### src/rtl/mem_port_arbiter_pkg.sv
// Shared encodings for the memory port arbiter: FSM states, load/store size codes,
// the latched request control word and the alignment rule.
package mem_port_arbiter_pkg;

    localparam int ARB_STATE_W = 2;

    localparam logic [ARB_STATE_W-1:0] ARB_IDLE = 2'd0;
    localparam logic [ARB_STATE_W-1:0] ARB_IF   = 2'd1;
    localparam logic [ARB_STATE_W-1:0] ARB_LS   = 2'd2;

    // funct3[1:0] size codes; 2'b11 is treated as a word
    localparam logic [1:0] LS_B = 2'b00;
    localparam logic [1:0] LS_H = 2'b01;
    localparam logic [1:0] LS_W = 2'b10;

    typedef struct packed {
        logic       we;
        logic [1:0] typ;
        logic       uns;
    } ls_ctl_t;

    function automatic logic ls_misaligned(input logic [1:0] typ, input logic [1:0] a_lo);
        case (typ)
            LS_B:    return 1'b0;
            LS_H:    return a_lo[0];
            default: return (a_lo != 2'b00);
        endcase
    endfunction

endpackage

### src/rtl/mem_port_arbiter_if.sv
// Core-side (fetch, load/store, hold) and bus-side signals of the arbiter.
// slave is the arbiter's view; master is the core plus memory driving it.
interface mem_port_arbiter_if #(
    parameter int ADDR_W = 32,
    parameter int DATA_W = 32
);
    logic              if_req;
    logic [ADDR_W-1:0] if_addr;
    logic              if_done;
    logic [DATA_W-1:0] if_rdata;

    logic              ls_req;
    logic              ls_we;
    logic [ADDR_W-1:0] ls_addr;
    logic [DATA_W-1:0] ls_wdata;
    logic [1:0]        ls_type;
    logic              ls_uns;
    logic              ls_done;
    logic [DATA_W-1:0] ls_rdata;
    logic              ls_err;

    logic              hold;

    logic              mem_req;
    logic              mem_we;
    logic [ADDR_W-1:0] mem_addr;
    logic [3:0]        mem_be;
    logic [DATA_W-1:0] mem_wdata;
    logic              mem_ack;
    logic [DATA_W-1:0] mem_rdata;

    modport slave (
        input  if_req, if_addr, ls_req, ls_we, ls_addr, ls_wdata, ls_type, ls_uns,
               mem_ack, mem_rdata,
        output if_done, if_rdata, ls_done, ls_rdata, ls_err, hold,
               mem_req, mem_we, mem_addr, mem_be, mem_wdata
    );

    modport master (
        output if_req, if_addr, ls_req, ls_we, ls_addr, ls_wdata, ls_type, ls_uns,
               mem_ack, mem_rdata,
        input  if_done, if_rdata, ls_done, ls_rdata, ls_err, hold,
               mem_req, mem_we, mem_addr, mem_be, mem_wdata
    );

endinterface

### src/rtl/mem_port_arbiter_lane_align.sv
// Byte-lane logic: enables, store replication, load shift/extend and misalignment; combinational.
// No state and no flow control; the arbiter decides when each output is sampled.
module mem_port_arbiter_lane_align
    import mem_port_arbiter_pkg::*;
#(
    parameter int DATA_W = 32
) (
    input  logic [1:0]        a_lo_i,
    input  logic [1:0]        type_i,
    input  logic              uns_i,
    input  logic [DATA_W-1:0] wdata_i,
    input  logic [DATA_W-1:0] rdata_i,
    output logic [3:0]        be_o,
    output logic [DATA_W-1:0] wdata_o,
    output logic [DATA_W-1:0] rdata_o,
    output logic              misalign_o
);

    logic [DATA_W-1:0] shifted;

    assign shifted = rdata_i >> {a_lo_i, 3'b000};

    always_comb begin
        be_o    = 4'b1111;
        wdata_o = wdata_i;
        rdata_o = shifted;
        case (type_i)
            LS_B: begin
                be_o    = 4'b0001 << a_lo_i;
                wdata_o = {4{wdata_i[7:0]}};
                rdata_o = {{24{~uns_i & shifted[7]}}, shifted[7:0]};
            end
            LS_H: begin
                be_o    = 4'b0011 << a_lo_i;
                wdata_o = {2{wdata_i[15:0]}};
                rdata_o = {{16{~uns_i & shifted[15]}}, shifted[15:0]};
            end
            default: ;
        endcase
    end

    assign misalign_o = ls_misaligned(type_i, a_lo_i);

endmodule

### src/rtl/mem_port_arbiter.sv
// Serialises fetch and load/store onto one memory port (LS wins); done pulses 2 cycles after req with a first-cycle ack.
// Requesters are frozen via hold until done; MEM_TIMEOUT_EN aborts a BUSY access after TIMEOUT_CYC cycles without ack.
module mem_port_arbiter
    import mem_port_arbiter_pkg::*;
#(
    parameter int ADDR_W      = 32,
    parameter int DATA_W      = 32,
    parameter int TIMEOUT_CYC = 255
) (
    input  logic              clk,
    input  logic              rstn,
    mem_port_arbiter_if.slave bus
);

    if (DATA_W != 32) begin : g_chk_data_w
        $error("mem_port_arbiter: DATA_W must be 32");
    end
    if (TIMEOUT_CYC < 1 || TIMEOUT_CYC > 255) begin : g_chk_timeout
        $error("mem_port_arbiter: TIMEOUT_CYC must fit the 8-bit counter (1..255)");
    end

    logic [ARB_STATE_W-1:0] state_q, state_d;
    logic                   mem_req_q, mem_req_d;
    logic [ADDR_W-1:0]      addr_q, addr_d;
    ls_ctl_t                ctl_q, ctl_d;
    logic [3:0]             be_q, be_d;
    logic [DATA_W-1:0]      wdata_q, wdata_d;
    logic [DATA_W-1:0]      if_rdata_q, if_rdata_d;
    logic [DATA_W-1:0]      ls_rdata_q, ls_rdata_d;
    logic                   if_done_q, if_done_d;
    logic                   ls_done_q, ls_done_d;
    logic                   ls_err_q, ls_err_d;

    logic                   busy;
    logic                   ls_pend;
    logic                   if_pend;
    logic                   timeout;

    logic [1:0]             al_lo;
    logic [1:0]             al_type;
    logic                   al_uns;
    logic [3:0]             al_be;
    logic [DATA_W-1:0]      al_wdata;
    logic [DATA_W-1:0]      al_rdata;
    logic                   al_misalign;

    assign busy = (state_q != ARB_IDLE);

    // A requester still high during its own done cycle is the finished access, not a new one.
    assign ls_pend = bus.ls_req & ~ls_done_q;
    assign if_pend = bus.if_req & ~if_done_q;

    // Lane logic sees the live LS request while idle (accept decision) and the latched one while busy.
    assign al_lo   = busy ? addr_q[1:0] : bus.ls_addr[1:0];
    assign al_type = busy ? ctl_q.typ   : bus.ls_type;
    assign al_uns  = busy ? ctl_q.uns   : bus.ls_uns;

    mem_port_arbiter_lane_align #(
        .DATA_W (DATA_W)
    ) u_lane_align (
        .a_lo_i     (al_lo),
        .type_i     (al_type),
        .uns_i      (al_uns),
        .wdata_i    (bus.ls_wdata),
        .rdata_i    (bus.mem_rdata),
        .be_o       (al_be),
        .wdata_o    (al_wdata),
        .rdata_o    (al_rdata),
        .misalign_o (al_misalign)
    );

`ifdef MEM_TIMEOUT_EN
    localparam logic [7:0] TO_LAST = 8'(TIMEOUT_CYC - 1);

    logic [7:0] to_cnt_q, to_cnt_d;

    always_comb begin
        to_cnt_d = to_cnt_q;
        if (!busy) begin
            to_cnt_d = '0;
        end else if (!bus.mem_ack) begin
            to_cnt_d = to_cnt_q + 8'd1;
        end
    end

    always_ff @(posedge clk or negedge rstn) begin
        if (!rstn) begin
            to_cnt_q <= '0;
        end else begin
            to_cnt_q <= to_cnt_d;
        end
    end

    assign timeout = busy && !bus.mem_ack && (to_cnt_q == TO_LAST);
`else
    assign timeout = 1'b0;
`endif

    always_comb begin
        state_d    = state_q;
        mem_req_d  = mem_req_q;
        addr_d     = addr_q;
        ctl_d      = ctl_q;
        be_d       = be_q;
        wdata_d    = wdata_q;
        if_rdata_d = if_rdata_q;
        ls_rdata_d = ls_rdata_q;
        if_done_d  = 1'b0;
        ls_done_d  = 1'b0;
        ls_err_d   = 1'b0;
        case (state_q)
            ARB_IDLE: begin
                if (ls_pend) begin
                    if (al_misalign) begin
                        ls_done_d  = 1'b1;
                        ls_err_d   = 1'b1;
                        ls_rdata_d = '0;
                    end else begin
                        state_d   = ARB_LS;
                        mem_req_d = 1'b1;
                        addr_d    = bus.ls_addr;
                        ctl_d     = '{we: bus.ls_we, typ: bus.ls_type, uns: bus.ls_uns};
                        be_d      = al_be;
                        wdata_d   = al_wdata;
                    end
                end else if (if_pend) begin
                    state_d   = ARB_IF;
                    mem_req_d = 1'b1;
                    addr_d    = bus.if_addr;
                    ctl_d     = '{we: 1'b0, typ: LS_W, uns: 1'b1};
                    be_d      = 4'hF;
                end
            end
            ARB_IF, ARB_LS: begin
                if (bus.mem_ack || timeout) begin
                    state_d   = ARB_IDLE;
                    mem_req_d = 1'b0;
                    if (state_q == ARB_IF) begin
                        if_done_d  = 1'b1;
                        if_rdata_d = bus.mem_ack ? bus.mem_rdata : '0;
                    end else begin
                        ls_done_d  = 1'b1;
                        ls_err_d   = !bus.mem_ack;
                        ls_rdata_d = bus.mem_ack ? al_rdata : '0;
                    end
                end
            end
            default: begin
                state_d   = ARB_IDLE;
                mem_req_d = 1'b0;
            end
        endcase
    end

    always_ff @(posedge clk or negedge rstn) begin
        if (!rstn) begin
            state_q    <= ARB_IDLE;
            mem_req_q  <= 1'b0;
            addr_q     <= '0;
            ctl_q      <= '0;
            be_q       <= '0;
            wdata_q    <= '0;
            if_rdata_q <= '0;
            ls_rdata_q <= '0;
            if_done_q  <= 1'b0;
            ls_done_q  <= 1'b0;
            ls_err_q   <= 1'b0;
        end else begin
            state_q    <= state_d;
            mem_req_q  <= mem_req_d;
            addr_q     <= addr_d;
            ctl_q      <= ctl_d;
            be_q       <= be_d;
            wdata_q    <= wdata_d;
            if_rdata_q <= if_rdata_d;
            ls_rdata_q <= ls_rdata_d;
            if_done_q  <= if_done_d;
            ls_done_q  <= ls_done_d;
            ls_err_q   <= ls_err_d;
        end
    end

    assign bus.if_done   = if_done_q;
    assign bus.if_rdata  = if_rdata_q;
    assign bus.ls_done   = ls_done_q;
    assign bus.ls_rdata  = ls_rdata_q;
    assign bus.ls_err    = ls_err_q;
    assign bus.hold      = if_pend | ls_pend;
    assign bus.mem_req   = mem_req_q;
    assign bus.mem_we    = ctl_q.we;
    assign bus.mem_addr  = {addr_q[ADDR_W-1:2], 2'b00};
    assign bus.mem_be    = be_q;
    assign bus.mem_wdata = wdata_q;

endmodule

### src/flat_wrapper.sv
// flat-port wrapper written by rule: the top's interface ports become plain ports
module mem_port_arbiter_flat import mem_port_arbiter_pkg::*;
#(
    parameter int ADDR_W      = 32,
    parameter int DATA_W      = 32,
    parameter int TIMEOUT_CYC = 255
)
  (clk, rstn, bus_if_req, bus_if_addr, bus_ls_req, bus_ls_we, bus_ls_addr, bus_ls_wdata, bus_ls_type, bus_ls_uns, bus_mem_ack, bus_mem_rdata, bus_if_done, bus_if_rdata, bus_ls_done, bus_ls_rdata, bus_ls_err, bus_hold, bus_mem_req, bus_mem_we, bus_mem_addr, bus_mem_be, bus_mem_wdata);
  mem_port_arbiter_if #(.ADDR_W(ADDR_W), .DATA_W(DATA_W)) bus_i ();
  input  logic clk;
  input  logic rstn;
  input wire logic [$bits(bus_i.if_req)-1:0] bus_if_req;
  input wire logic [$bits(bus_i.if_addr)-1:0] bus_if_addr;
  input wire logic [$bits(bus_i.ls_req)-1:0] bus_ls_req;
  input wire logic [$bits(bus_i.ls_we)-1:0] bus_ls_we;
  input wire logic [$bits(bus_i.ls_addr)-1:0] bus_ls_addr;
  input wire logic [$bits(bus_i.ls_wdata)-1:0] bus_ls_wdata;
  input wire logic [$bits(bus_i.ls_type)-1:0] bus_ls_type;
  input wire logic [$bits(bus_i.ls_uns)-1:0] bus_ls_uns;
  input wire logic [$bits(bus_i.mem_ack)-1:0] bus_mem_ack;
  input wire logic [$bits(bus_i.mem_rdata)-1:0] bus_mem_rdata;
  output wire logic [$bits(bus_i.if_done)-1:0] bus_if_done;
  output wire logic [$bits(bus_i.if_rdata)-1:0] bus_if_rdata;
  output wire logic [$bits(bus_i.ls_done)-1:0] bus_ls_done;
  output wire logic [$bits(bus_i.ls_rdata)-1:0] bus_ls_rdata;
  output wire logic [$bits(bus_i.ls_err)-1:0] bus_ls_err;
  output wire logic [$bits(bus_i.hold)-1:0] bus_hold;
  output wire logic [$bits(bus_i.mem_req)-1:0] bus_mem_req;
  output wire logic [$bits(bus_i.mem_we)-1:0] bus_mem_we;
  output wire logic [$bits(bus_i.mem_addr)-1:0] bus_mem_addr;
  output wire logic [$bits(bus_i.mem_be)-1:0] bus_mem_be;
  output wire logic [$bits(bus_i.mem_wdata)-1:0] bus_mem_wdata;
  assign bus_i.if_req = bus_if_req;
  assign bus_i.if_addr = bus_if_addr;
  assign bus_i.ls_req = bus_ls_req;
  assign bus_i.ls_we = bus_ls_we;
  assign bus_i.ls_addr = bus_ls_addr;
  assign bus_i.ls_wdata = bus_ls_wdata;
  assign bus_i.ls_type = bus_ls_type;
  assign bus_i.ls_uns = bus_ls_uns;
  assign bus_i.mem_ack = bus_mem_ack;
  assign bus_i.mem_rdata = bus_mem_rdata;
  assign bus_if_done = bus_i.if_done;
  assign bus_if_rdata = bus_i.if_rdata;
  assign bus_ls_done = bus_i.ls_done;
  assign bus_ls_rdata = bus_i.ls_rdata;
  assign bus_ls_err = bus_i.ls_err;
  assign bus_hold = bus_i.hold;
  assign bus_mem_req = bus_i.mem_req;
  assign bus_mem_we = bus_i.mem_we;
  assign bus_mem_addr = bus_i.mem_addr;
  assign bus_mem_be = bus_i.mem_be;
  assign bus_mem_wdata = bus_i.mem_wdata;
  mem_port_arbiter #(.ADDR_W(ADDR_W), .DATA_W(DATA_W), .TIMEOUT_CYC(TIMEOUT_CYC)) u_core (.clk(clk), .rstn(rstn), .bus(bus_i));
endmodule
### config.mk
export PLATFORM = sky130hd
export DESIGN_NAME = mem_port_arbiter_flat
export DESIGN_NICKNAME = d
export VERILOG_FILES = /design/src/rtl/mem_port_arbiter_pkg.sv /design/src/rtl/mem_port_arbiter_if.sv /design/src/rtl/mem_port_arbiter_lane_align.sv /design/src/rtl/mem_port_arbiter.sv /design/src/flat_wrapper.sv
export SDC_FILE = /design/constraint.sdc
export NUM_CORES = 1
export LEC_CHECK = 0
export CAP_MARGIN = 0
export CORE_MARGIN = 2
export CORE_UTILIZATION = 40
export DETAILED_ROUTE_END_ITERATION = 12
export GPL_ROUTABILITY_DRIVEN = 1
export MAX_ROUTING_LAYER = met4
export PLACE_DENSITY = 0.78
export SLEW_MARGIN = 20
export SYNTH_ARGS = -nofsm -noshare
export SYNTH_HDL_FRONTEND = slang
export SYNTH_SLANG_ARGS = --single-unit
### constraint.sdc
create_clock -name clk -period 2.23 [get_ports clk]
set_input_delay 0.446 -clock clk [delete_from_list [all_inputs] [get_ports clk]]
set_output_delay 0.446 -clock clk [all_outputs]
set_load 0.01 [all_outputs]
# Yosys cells after proc, flatten, opt, wreduce, memory -nomap -nowiden
# Cells that the tools add are included.
# W data, S select, Z words.
# totals
reg_bits,142
input_bits,137
output_inout_bits,138
word_cells,90
# op_classes
eq_ne,10
shift,3
n_mux,42
bitwise_logic,9
n_reduce_logical,13
# op_table
cell,n
$mux W32,7
$pmux W32 S2,3
$shr A32 B5 Y32,1
$mux W4,6
$mux W1,14
$mux W2,6
$reduce_and A3 Y1,4
$pmux W1 S2,4
$pmux W4 S2,1
$reduce_bool A2 Y1,4
$ne A2 B2 Y1 const B,3
$reduce_and A5 Y1,1
$and A1 B1 Y1,4
$eq A2 B1 Y1 const B,2
$logic_not A2 Y1,2
$ne A2 B1 Y1 const B,2
$not A1 Y1,4
$pmux W2 S2,1
$shl A1 B2 Y4 const A,1
$shl A2 B2 Y4 const A,1
$ne A3 B1 Y1 const B,1
$ne A3 B3 Y1 const B,1
$eq A2 B2 Y1 const B,1
$reduce_or A2 Y1,1
2 further kinds,2

# Logic depth before layout (Yosys ltp)
# Gate-level depths: netlist of run 1.
# depth
ltp_word,8
mapped_depth,10
ltp_nobuf,7

# By module
# From an unflattened synthesis of run 1, not the netlist that was laid out.
# unflattened
hier_cells,712
area_unflattened_um2,7721.2
# modules_own_cells
module,n_inst,cells_per_inst,area_per_inst_um2,seq_area_each_um2
mem_port_arbiter,1,514,6341.1,3553.4
mem_port_arbiter_lane_align,1,198,1380.1,0.0

# Least setup slack after synthesis of run 1
# OpenSTA, ideal clock, no wires.
# synth_timing
path_kind,register -> register
from,reg u_core.state_q[0]
to,"reg u_core.ls_rdata_q[16], in the netlist u_core.bus.ls_rdata[16]"
setup_ns,0.134
arrival_ns,2.193
required_time_ns,2.096
path_slack_ns,-0.097
stages_incl_launch_ff,10
n_path_buf,2
synth_period_minus_slack_ns,2.327
cell_sequence,dfrtp_1 inv_1 ha_1 buf_4 mux2i_4 mux2i_2 o22ai_4 a221oi_4 buf_6 o31ai_1
# synth_between
elab_chain_len,8
elab_cells_between_ends,26
classes_between,7 x eq/ne; 1 x shift; 8 x mux; 3 x bitwise; 7 x reduce/logical
# synth_rtl
item,line,source
"start, declared",mem_port_arbiter.sv:22,"logic [ARB_STATE_W-1:0] state_q, state_d;"
"start signal, assigned",mem_port_arbiter.sv:169,state_q <= state_d;
$reduce_bool A2 Y1,mem_port_arbiter.sv:47,assign busy = (state_q != ARB_IDLE);
$mux W2 or $mux W1 (tied branches),"mem_port_arbiter.sv:54, mem_port_arbiter.sv:56",
$shr A32 B5 Y32 or $not A1 Y1 (tied branches),"mem_port_arbiter_lane_align.sv:21, mem_port_arbiter_lane_align.sv:31, mem_port_arbiter_lane_align.sv:36",
$and A1 B1 Y1 (on tied branches),"mem_port_arbiter_lane_align.sv:36, mem_port_arbiter_lane_align.sv:31",
$pmux W32 S2,mem_port_arbiter_lane_align.sv:27,case (type_i)
$mux W32,mem_port_arbiter.sv:138,if (state_q == ARB_IF) begin
$mux W32,mem_port_arbiter.sv:135,if (bus.mem_ack || timeout) begin
$pmux W32 S2,mem_port_arbiter.sv:111,case (state_q)
"end signal, assigned",mem_port_arbiter.sv:176,ls_rdata_q <= ls_rdata_d;
"end, declared",mem_port_arbiter.sv:29,"logic [DATA_W-1:0] ls_rdata_q, ls_rdata_d;"
# Several ways; a longest one is shown, not always the timed one. The select of a mux whose other input is x is not followed.
# A chain may end at the register's enable or synchronous reset.

# Worst setup path in the final report of run 1
# layout_timing
from,reg u_core.state_q[0]
to,"reg u_core.ls_rdata_q[12], in the netlist u_core.bus.ls_rdata[12]"
# layout_between
elab_chain_len,8
elab_cells_between_ends,25
classes_between,7 x eq/ne; 1 x shift; 8 x mux; 2 x bitwise; 7 x reduce/logical
# layout_rtl
item,line,source
$reduce_bool A2 Y1,mem_port_arbiter.sv:47,
$mux W2 or $mux W1 (tied branches),"mem_port_arbiter.sv:54, mem_port_arbiter.sv:56",
$shr A32 B5 Y32 or $not A1 Y1 (tied branches),"mem_port_arbiter_lane_align.sv:21, mem_port_arbiter_lane_align.sv:31",
$and A1 B1 Y1,mem_port_arbiter_lane_align.sv:31,"rdata_o = {{24{~uns_i & shifted[7]}}, shifted[7:0]};"
$pmux W32 S2,mem_port_arbiter_lane_align.sv:27,
$mux W32,mem_port_arbiter.sv:138,
$mux W32,mem_port_arbiter.sv:135,
$pmux W32 S2,mem_port_arbiter.sv:111,
# Several ways; a longest one is shown, not always the timed one. The select of a mux whose other input is x is not followed.

==> results.sh, run 1 <==
export IMPL_clock_sinks=142
export IMPL_grtUsageMet1=0.277
export IMPL_synth_area_leaders="dfrtp_1 51%, mux2i_1 9.2%, mux2_2 8.7%, nand2_1 5.9%, o21ai_0 5.7%"
export IMPL_grt_max_degree=49
export IMPL_cts_tree="built"
export IMPL_final_hold_violation_count=0
export IMPL_critPathMaxFanout=4
export IMPL_utilization=0.633
export IMPL_synthFlopType="dfrtp_1"
export IMPL_synth_edf_count=0
export IMPL_endpoint_kind="register"
export IMPL_synth_seq_cells=142
export IMPL_drtIter0Drc=345
export IMPL_htreeDepth=4
export IMPL_crit_reg2reg_launch="u_core.state_q[0]$_DFFE_PN0P_"
export IMPL_die_w_microns=136
export IMPL_run_status="finished, violations left"
export IMPL_hold_path_class="reg2reg"
export IMPL_die_area_sq_um=18500
export IMPL_antenna_found_initial=0
export IMPL_register_area_sq_um=3550
export IMPL_ys_top_cells_by_count="142 x dfrtp_1, 110 x nand2_1, 80 x o21ai_0"
export IMPL_grtUsageMet2=0.386
export IMPL_fin_crit_ps=2300
export IMPL_hold_ws_ps=474
export IMPL_drtAntennaViolNets=0
export IMPL_grt_pass1_vias=6242
export IMPL_fin_skew_ps=8.89
export IMPL_grt_first_pass_wirelength_mm=32.5
export IMPL_vias=6047
export IMPL_worstHoldStart="u_core.bus.ls_rdata[0]$_DFFE_PN0P_"
export IMPL_gp_congestion=0.858
export IMPL_nFillCells=1426
export IMPL_area_growth_pct=55.9
export IMPL_final_layout_size_suffix_gt1_frac=0.170
export IMPL_crit_path_start_kind="register"
export IMPL_ff2ff_path_depth=8
export IMPL_yosysSeqAreaShare=0.509
export IMPL_grt_busiest_layer="met2"
export IMPL_async_flop_share=1.00
export IMPL_met3_usage=0.0652
export IMPL_post_route_period_util=1.03
export IMPL_setup_worst_path_class="reg2reg"
export IMPL_slew_headroom=0.658
export IMPL_rsz0062_at_grt="true"
export IMPL_violations="negative setup slack"
export IMPL_vias_per_cell=5.09
export IMPL_p_leak_nw=4.77
export IMPL_place_ws_ps=-247
export IMPL_wl_per_cell_microns=17.5
export IMPL_fmaxAchievable_mhz=436
export IMPL_ioPinCount=275
export IMPL_gr_total_overflow=0
export IMPL_core_area_sq_um=17200
export IMPL_fp_dieH_microns=136
export IMPL_worstPathRequired_ps=2520
export IMPL_worst_slack_ps=-65.9
export IMPL_dp_cells=1149
export IMPL_finalPower_mw=16.0
export IMPL_syn_inst=666
export IMPL_synthMostInstantiatedCell="dfrtp_1"
export IMPL_crit_start="u_core.state_q[0]$_DFFE_PN0P_"
export IMPL_min_path_cells=2
export IMPL_antenna_cells=0
export IMPL_p_per_area_nw_per_um2=1470
export IMPL_max_cap_viol_count=0
export IMPL_cts_max_path_buffers=2
export IMPL_yosysWarnings=0
export IMPL_clock_latency_ps=420
export IMPL_numPortBuffers=272
export IMPL_start_util=0.406
export IMPL_fin_nets=1092
export IMPL_cts_buffers=17
export IMPL_syn_avg_cell_area_sq_um=10.5
export IMPL_final_cells=1187
export IMPL_setup_viol=2
export IMPL_num_rows=48
export IMPL_tightest_slew_ps=512
export IMPL_yosysTopAreaCell="dfrtp_1"
export IMPL_synth_top_area_frac=0.509
export IMPL_cts_clk_slew_worst_paths_ps=60
export IMPL_arrival_ps=2580
export IMPL_drv_slew=0
export IMPL_wl_mm=20.8
export IMPL_drtPass1Iterations=5
export IMPL_ys_types=40
export IMPL_dpl_hpwl_mm=15.6
export IMPL_root_buffer="clkbuf_16"
export IMPL_multi_input_area_sq_um=3040
export IMPL_route_detailed_drc=0
export IMPL_ir_drop_mv=0.738
export IMPL_track_usage=0.233
export IMPL_synth_area_sq_um=6980
## area by class of cell
type	count	share of cell area
clock buffers	22	0.0427
repair buffers	340	0.314
multi-input cells	442	0.280
flip-flops and latches	142	0.327
well taps	225	0.0259
inverters	9	0.00311
clock inverters	7	0.00828
## stage by stage
step | setup TNS, ps | cell area [sq um]
detailed placement | -14110 | 10200
global placement | -11110 | 10200
floorplan | -671 | 6990
CTS | 0 | 10800
global route | -1050 | 10900
finish | -89.3 | 10900
## worst paths after layout
kind                                                        to  slack (ps)
max reg2reg                u_core.bus.ls_rdata[12]$_DFFE_PN0P_         -70
min reg2reg                 u_core.bus.ls_rdata[0]$_DFFE_PN0P_         470
min                         u_core.bus.ls_rdata[0]$_DFFE_PN0P_         470
max                        u_core.bus.ls_rdata[12]$_DFFE_PN0P_         -70
min in group asynchronous  u_core.bus.if_rdata[26]$_DFFE_PN0P_         550
max in group asynchronous         u_core.addr_q[5]$_DFFE_PN0P_        1020
## sequential cells by signal, indices dropped and copies added, names as in the netlist, 2 cells and up
register	count
u_core.bus.mem_wdata	32
u_core.state_q	2
u_core.bus.mem_be	4
u_core.bus.if_rdata	32
u_core.addr_q	32
u_core.bus.ls_rdata	32
u_core.ctl_q	3
## worst max-delay path, cell delays in order (launching register included)
cell and delay (ps):
dfrtp_1 380, inv_1 100, ha_4 190, mux2i_4 350, buf_4 200, buf_4 130
mux2_2 340, a222oi_1 340, o21ai_0 120
## kinds of logic (layout without fill, tap and decap cells)
kind of cell,Yosys count,count (layout),share of synthesized area
compound gates,160,160,0.141
simple gates,155,155,0.0902
flops,142,142,0.509
mux,122,122,0.188
buf+inv,83,378,0.0656
fa+ha+maj,3,3,0.00538
other cells,1,2,0.000537
## report_power, final
part / switching [mW] / internal (mW) / total, mW / leakage, nW
clock: 1.05 / 1.68 / 2.73 / 0.268
combinational: 4.01 / 4.71 / 8.72 / 2.74
sequential: 0.703 / 3.81 / 4.51 / 1.77
## cell usage in the layout (no fill, tap or decap), types with 2 or more instances in the layout
cell             Yosys  routed
o211ai_1             7       7
o31ai_2              1       2
buf_6                1       4
o22ai_1              2       2
bufinv_16            0       2
clkbuf_16            0      18
a222oi_1             7       7
mux2i_2              3       2
a21oi_1             32      31
o31ai_1             16      15
a211o_1              2       2
ha_1                 3       2
nor2_1              25      25
conb_1               1       2
mux2_2              54      53
nand2_1            110     110
dfrtp_1            142     142
mux2i_1             64      63
o32a_1               2       2
clkbuf_1            29       3
buf_12               0      12
buf_4               34      51
clkbuf_8             0       2
o21ai_1              2       9
o21ai_0             80      73
mux2i_4              1       3
clkinv_2             0       3
inv_1                9       8
nand2b_1             3       3
a22oi_1              2       2
nor2b_1             10       8
clkdlybuf4s50_1      0     270
nand3_1              2       2
clkinvlp_4           0       2
## metal layers
metal  wire, microns  up-vias  part of all wire
li1                -     2881                 -
met1            8520     2875              0.41
met2           10200      259              0.49
met3            1700       32             0.081
met4             404        0             0.019
met5               0        -                 0
## timing repair
item,CTS,global route
resized for setup,6,13
cloned,0,2
setup endpoints to repair,27,32
pin swaps,2,11
buffers inserted,1,5
hold endpoints to repair,37,0
hold buffers,1,0
Note: power is estimated with default switching activity, not from simulation.
==> run 2, diff against run 1 <==
--- a/config.mk
+++ b/config.mk
@@ -8,8 +8,10 @@
 export CAP_MARGIN = 0
 export CORE_MARGIN = 2
 export CORE_UTILIZATION = 40
+export CTS_CLUSTER_SIZE = 25
 export DETAILED_ROUTE_END_ITERATION = 12
 export GPL_ROUTABILITY_DRIVEN = 1
+export HOLD_SLACK_MARGIN = 0.06
 export MAX_ROUTING_LAYER = met4
 export PLACE_DENSITY = 0.78
 export SLEW_MARGIN = 20
==> results of run 2 <==
Same layout as run 1: the final DEF is identical, and so are final timing and power.
